## config.mk

```make
export PLATFORM = sky130hd
export DESIGN_NAME = step_sequencer_n
export DESIGN_NICKNAME = d
export VERILOG_FILES = /design/src/rtl/step_sequencer_n.sv
export SDC_FILE = /design/constraint.sdc
export NUM_CORES = 1
export LEC_CHECK = 0
export ABC_CLOCK_PERIOD_IN_PS = 10700
export CAP_MARGIN = 20
export CORE_ASPECT_RATIO = 0.75
export CORE_UTILIZATION = 50
export CTS_BUF_LIST = sky130_fd_sc_hd__clkbuf_2 sky130_fd_sc_hd__clkbuf_4 sky130_fd_sc_hd__clkbuf_8
export CTS_CLUSTER_SIZE = 14
export DETAILED_ROUTE_END_ITERATION = 12
export PLACE_DENSITY_LB_ADDON = 0.05
export SYNTH_ARGS = -nofsm -noshare
export SYNTH_HDL_FRONTEND = slang
export SYNTH_SLANG_ARGS = --single-unit
```

## constraint.sdc

```tcl
create_clock -name i_clk -period 10.7 [get_ports i_clk]
set_input_delay 1.605 -clock i_clk [delete_from_list [all_inputs] [get_ports i_clk]]
set_output_delay 1.605 -clock i_clk [all_outputs]
set_load 0.05 [all_outputs]
```

## src/rtl/step_sequencer_n.sv

```systemverilog
// step_sequencer_n
//   Drum step sequencer: NUM_CH channels x NUM_STEPS-step patterns. A phase
//   accumulator turns the BPM input into step ticks without a divider. Each
//   tick advances the step index and fires one-cycle trig pulses for the
//   channels whose pattern bit is set and that are not muted.
//
// Ports
//   i_clk      system clock
//   i_reset    synchronous, active-low reset (overrides every other input)
//   i_start    pulse: (re)start from step 0 with an immediate step-0 trig
//   i_stop     pulse: stop and return to step 0
//   i_pause    pulse: toggle RUN <-> PAUSED (ignored while stopped)
//   i_bpm      tempo in BPM; 0 freezes the step index
//   i_len      active pattern length; 0 or > NUM_STEPS means NUM_STEPS
//   i_mute     per-channel trig suppression mask
//   i_wr_en    write i_wr_data into the pattern of channel i_wr_ch
//   i_wr_ch    channel index for write and readback
//   i_wr_data  pattern bits, bit i = step i
//   o_rd_data  registered pattern of channel i_wr_ch (write bypassed)
//   o_trig     one-cycle pulse per channel on an active step
//   o_step     current step index
//   o_step_tk  one-cycle pulse whenever a step is entered
//   o_playing  high while running
module step_sequencer_n #(
    parameter int              NUM_CH         = 4,
    parameter int              NUM_STEPS      = 8,
    parameter int              STEPS_PER_BEAT = 2,
    parameter longint unsigned CLK_HZ         = 50_000_000,
    parameter int              ACC_W          = 32,
    localparam int             STEP_W         = $clog2(NUM_STEPS)
) (
    input  logic                 i_clk,
    input  logic                 i_reset,
    input  logic                 i_start,
    input  logic                 i_stop,
    input  logic                 i_pause,
    input  logic [7:0]           i_bpm,
    input  logic [STEP_W:0]      i_len,
    input  logic [NUM_CH-1:0]    i_mute,
    input  logic                 i_wr_en,
    input  logic [3:0]           i_wr_ch,
    input  logic [NUM_STEPS-1:0] i_wr_data,
    output logic [NUM_STEPS-1:0] o_rd_data,
    output logic [NUM_CH-1:0]    o_trig,
    output logic [STEP_W-1:0]    o_step,
    output logic                 o_step_tk,
    output logic                 o_playing
);

    // One step per LIMIT accumulated units: inc = bpm*STEPS_PER_BEAT per clock,
    // and CLK_HZ*60 clocks per minute.
    localparam logic [ACC_W-1:0] LIMIT = ACC_W'(CLK_HZ * 64'd60);
    localparam logic [STEP_W:0]  FULL_LEN = (STEP_W+1)'(NUM_STEPS);

    typedef enum logic [1:0] {
        ST_STOP   = 2'd0,
        ST_RUN    = 2'd1,
        ST_PAUSED = 2'd2
    } state_t;

    state_t                r_state;
    state_t                w_state_next;
    logic [ACC_W-1:0]      r_acc;
    logic [ACC_W-1:0]      w_acc_next;
    logic [STEP_W-1:0]     r_step;
    logic [STEP_W-1:0]     w_step_next;
    logic                  r_step_tk;
    logic                  w_tk_next;
    logic [NUM_CH-1:0]     r_trig;
    logic [NUM_CH-1:0]     w_trig_next;
    logic [NUM_STEPS-1:0]  r_rd_data;
    logic [NUM_STEPS-1:0]  w_rd_mux;
    logic [NUM_STEPS-1:0]  r_pat [NUM_CH];

    logic [ACC_W-1:0]      w_inc;
    logic [ACC_W:0]        w_sum;
    logic                  w_tick;
    logic [STEP_W:0]       w_eff_len;
    logic [STEP_W-1:0]     w_step_adv;
    logic                  w_wr_ok;

    // Tempo accumulator; one extra bit so acc+inc cannot wrap before compare.
    assign w_inc  = ACC_W'(i_bpm) * ACC_W'(STEPS_PER_BEAT);
    assign w_sum  = {1'b0, r_acc} + {1'b0, w_inc};
    assign w_tick = (w_sum >= {1'b0, LIMIT});

    // A length shrunk below the current step still wraps at the next tick
    // because the compare is >=, not ==.
    assign w_eff_len  = ((i_len == '0) || (i_len > FULL_LEN)) ? FULL_LEN : i_len;
    assign w_step_adv = ({1'b0, r_step} >= (w_eff_len - 1'b1)) ? '0 : r_step + 1'b1;

    assign w_wr_ok = i_wr_en && ({1'b0, i_wr_ch} < 5'(NUM_CH));

    always_comb begin
        w_state_next = r_state;
        w_acc_next   = r_acc;
        w_step_next  = r_step;
        w_tk_next    = 1'b0;
        if (i_stop) begin
            w_state_next = ST_STOP;
            w_acc_next   = '0;
            w_step_next  = '0;
        end else if (i_start) begin
            w_state_next = ST_RUN;
            w_acc_next   = '0;
            w_step_next  = '0;
            w_tk_next    = 1'b1;
        end else if (i_pause && (r_state == ST_RUN)) begin
            w_state_next = ST_PAUSED;
        end else if (i_pause && (r_state == ST_PAUSED)) begin
            // Resume without advancing: the accumulator picks up next cycle.
            w_state_next = ST_RUN;
        end else if (r_state == ST_RUN) begin
            if (w_tick) begin
                w_acc_next  = ACC_W'(w_sum - {1'b0, LIMIT});
                w_step_next = w_step_adv;
                w_tk_next   = 1'b1;
            end else begin
                w_acc_next  = ACC_W'(w_sum);
            end
        end
    end

    // Trig reads the stored pattern before any same-edge write lands.
    for (genvar gi = 0; gi < NUM_CH; gi++) begin : g_trig
        assign w_trig_next[gi] = w_tk_next & r_pat[gi][w_step_next] & ~i_mute[gi];
    end

    always_comb begin
        w_rd_mux = '0;
        for (int c = 0; c < NUM_CH; c++) begin
            if (i_wr_ch == 4'(c)) begin
                w_rd_mux = r_pat[c];
            end
        end
    end

    always_ff @(posedge i_clk) begin
        if (!i_reset) begin
            r_state   <= ST_STOP;
            r_acc     <= '0;
            r_step    <= '0;
            r_step_tk <= 1'b0;
            r_trig    <= '0;
            r_rd_data <= '0;
            for (int c = 0; c < NUM_CH; c++) begin
                r_pat[c] <= '0;
            end
        end else begin
            r_state   <= w_state_next;
            r_acc     <= w_acc_next;
            r_step    <= w_step_next;
            r_step_tk <= w_tk_next;
            r_trig    <= w_trig_next;
            // Readback bypasses a write to the selected channel so the new
            // pattern is visible right after the write cycle.
            r_rd_data <= w_wr_ok ? i_wr_data : w_rd_mux;
            for (int c = 0; c < NUM_CH; c++) begin
                if (w_wr_ok && (i_wr_ch == 4'(c))) begin
                    r_pat[c] <= i_wr_data;
                end
            end
        end
    end

    assign o_rd_data = r_rd_data;
    assign o_trig    = r_trig;
    assign o_step    = r_step;
    assign o_step_tk = r_step_tk;
    assign o_playing = (r_state == ST_RUN);

endmodule

```

==> flow_metrics.tcl <==
set metrics [dict create \
    clk_path_buf_depth 2 \
    hold_ws_ns 0.467 \
    insertedDiodeCount 0 \
    ant_nets 0 \
    area_growth_pct 14.0 \
    relSlewSlack 0.284 \
    initial_utilization 0.513 \
    final_cell_mix "nand2_1 (72), nor2_1 (58), clkdlybuf4s50_1 (50)" \
    nets 732 \
    worstPathCellList "clkdlybuf4s50_1, ha_1, and2_1, a221oi_1, a21oi_1, o21ai_1, xnor2_1, ha_1, nand2_1, a211oi_1, nor4_1, nor4_1, nand2_1, a211oi_2, nor3_1, o21ai_2, mux2i_1, a211oi_1, and3_1" \
    ys.flop_type "dfxtp_1" \
    power_uw 636 \
    hold_path_class "flip-flop to flip-flop" \
    design.die.area_um2 11600 \
    cts_tree "built" \
    endpoint_kind "flip-flop" \
    worst_pin_slew_ns 1.07 \
    pre_cts_ws_ns 3.83 \
    final.setup_skew_ns 0.0177 \
    setup_viol 0 \
    path_max_fanout 11 \
    grt_pass1_vias 4447 \
    fin_ws_ns 4.09 \
    dieHeight_um 93.6 \
    via_per_inst 6.13 \
    stdcell_count 828 \
    final_common_cell "nand2_1" \
    hold_buffers 0 \
    clock-root-buffer "clkbuf_8" \
    status "complete, no violations" \
    seq_area_frac_synth 0.347 \
    first_iter_violations 502 \
    finalWirelength_um 15200 \
    io_buffers 50 \
    p_leak_uw 0.00224 \
    irDropWorstVdd_mv 0.0829 \
    slowest_stage "o21ai_2" \
    synthDistinctLibCells 79 \
    num_io_pins 51 \
    dp.cells 812 \
    fin_crit_ns 6.61 \
    grt_max_degree 34 \
    netlist_area_um2 5590 \
    clock_latency_ns 0.38 \
    postCtsResizedCells 0 \
    grt_use_total 0.269 \
    grt_first_pass_wirelength_um 23700 \
    cp.arrival_ns 6.87 \
    synthesis.nets 695 \
    grt_overflow 0 \
    antenna_found_initial 0 \
    die_w_um 124 \
    core_area_um2 10900 \
    post_cts_buffers 0 \
    htreeDepth 3 \
    path_class "input port to flip-flop" \
    drive_above_1_share 0.0828 \
    synth_edf_count 32 \
    hold_viol 0 \
    tns_ns 0 \
    ys_seq_elements 81 \
    cp_data_required_time_ns 10.96 \
    num_rows 33 \
    drv_slew 0 \
    cts_made_buffers 9 \
    wl_per_cell_um 18.3 \
    path_buf_inv 1 \
    synth_area_per_cell_um2 8.66 \
    max_stage_delay_ns 0.58 \
    critPathLaunchType "input port" \
    yosys_warnings 0 \
    p_per_area_nw_per_um2 99.7 \
    clkTransAtPathRegs_ns 0.10 \
    ys_async_sr_fraction 0 \
    rsz0062_at_grt "false" \
    crit_family "compound AO/OA/AOI/OAI gates" \
    hpwl_um 11300 \
    routabilityCongestion 0.929 \
    fin_crit_sh 0.617 \
    drcViolationCount 0 \
    syn_inst 646 \
    via_count 5076 \
    drt_pass1_iterations 5 \
    cap_viol_max_count 0 \
    max_freq_mhz 151 \
    clkSinkCount 81 \
]
final cells by class:
| type | instances | area, um2 |
|---|---|---|
| fill | 1011 | 4520 |
| multi-input combinational | 519 | 3450 |
| sequential | 81 | 1940 |
| timing repair buffer | 56 | 546 |
| tap | 140 | 175 |
| clock buffer | 9 | 124 |
| clock inverter | 7 | 76.3 |
| inverter | 16 | 60.1 |
where the power goes:
group | switching, uW | total (uW) | internal [uW] | leakage (uW)
Clock | 144 | 237 | 93.4 | 0.000103
Combinational | 34.9 | 63.1 | 28.2 | 0.00143
Sequential | 6.47 | 336 | 329 | 0.000702
cell usage after synthesis, types with 5 or more instances:
master     n  area share
nand2b_1  11       0.012
a22oi_1    5      0.0067
nand3_1   18       0.016
o211ai_1   5      0.0067
xor2_1    11       0.017
mux4_2     5       0.020
clkbuf_1  20       0.013
edfxtp_1  32        0.17
nor3_1    14       0.013
buf_2      7      0.0063
ha_1      14       0.031
nor2b_1    5      0.0056
nor2_1    58       0.039
dfxtp_1   49        0.18
mux2i_1   23       0.041
o31ai_1    5      0.0067
inv_1     16       0.011
xnor2_1   18       0.028
and3_1     7      0.0078
and2_1    38       0.042
a21oi_1   44       0.039
nand2_1   72       0.048
a211oi_1  15       0.020
o31a_1     5      0.0078
a21o_1     7      0.0094
o21ai_0   31       0.028
nor4_1     8      0.0089
or3_1     11       0.012
final timing paths:
kind,endpoint,slack [ns],startpoint,depth (start not counted)
max,o_trig[1],4.09,i_bpm[3],19
min,r_acc[4],0.47,r_acc[4],2
max reg2reg,o_trig[1],5.44,r_acc[4],18
min reg2reg,r_acc[4],0.47,r_acc[4],2
flip-flops by register name (all words and copies together) (netlist names):
name,cells
r_pat,32
o_rd_data,8
r_acc,31
r_state,2
o_step,3
o_step_tk,1
o_trig,4
worst reg2reg max path, delay by kind of cell, from the launching register on:
kind | cells | cell delay, ns
flip-flops | 1 | 0.33
adder cells (fa/ha/maj) | 2 | 0.67
AO/OA/AOI/OAI | 7 | 2.25
multiplexers | 1 | 0.29
AND/OR/NAND/NOR | 7 | 1.40
XOR/XNOR | 1 | 0.21
routing by layer:
layer | global-route usage | vias to the layer above | wire [um]
li1 | - | 2459 | -
met1 | 0.435 | 2395 | 7790
met2 | 0.361 | 211 | 6040
met3 | 0.0488 | 11 | 1210
met4 | 0.0496 | 0 | 114
met5 | 0 | - | 0
per-stage QoR:
step / cell area [um2] / utilization
floorplan: 5590 / -
global placement: 6180 / 0.567
detailed placement: 6180 / 0.567
CTS: 6380 / 0.585
global route: 6380 / 0.585
finish: 6380 / 0.585
logic make-up (layout without fill, tap and decap cells):
logic type               count (synthesis)  in the layout  synth area share
buffers and inverters                   46             88            0.0358
XOR/XNOR                                29             29            0.0454
adder cells (fa/ha/maj)                 15             15            0.0349
AND/OR/NAND/NOR                        273            273             0.255
AO/OA/AOI/OAI                          170            170             0.213
multiplexers                            32             32            0.0693
flip-flops                              81             81             0.347
Power figures use the tool's default switching activity.
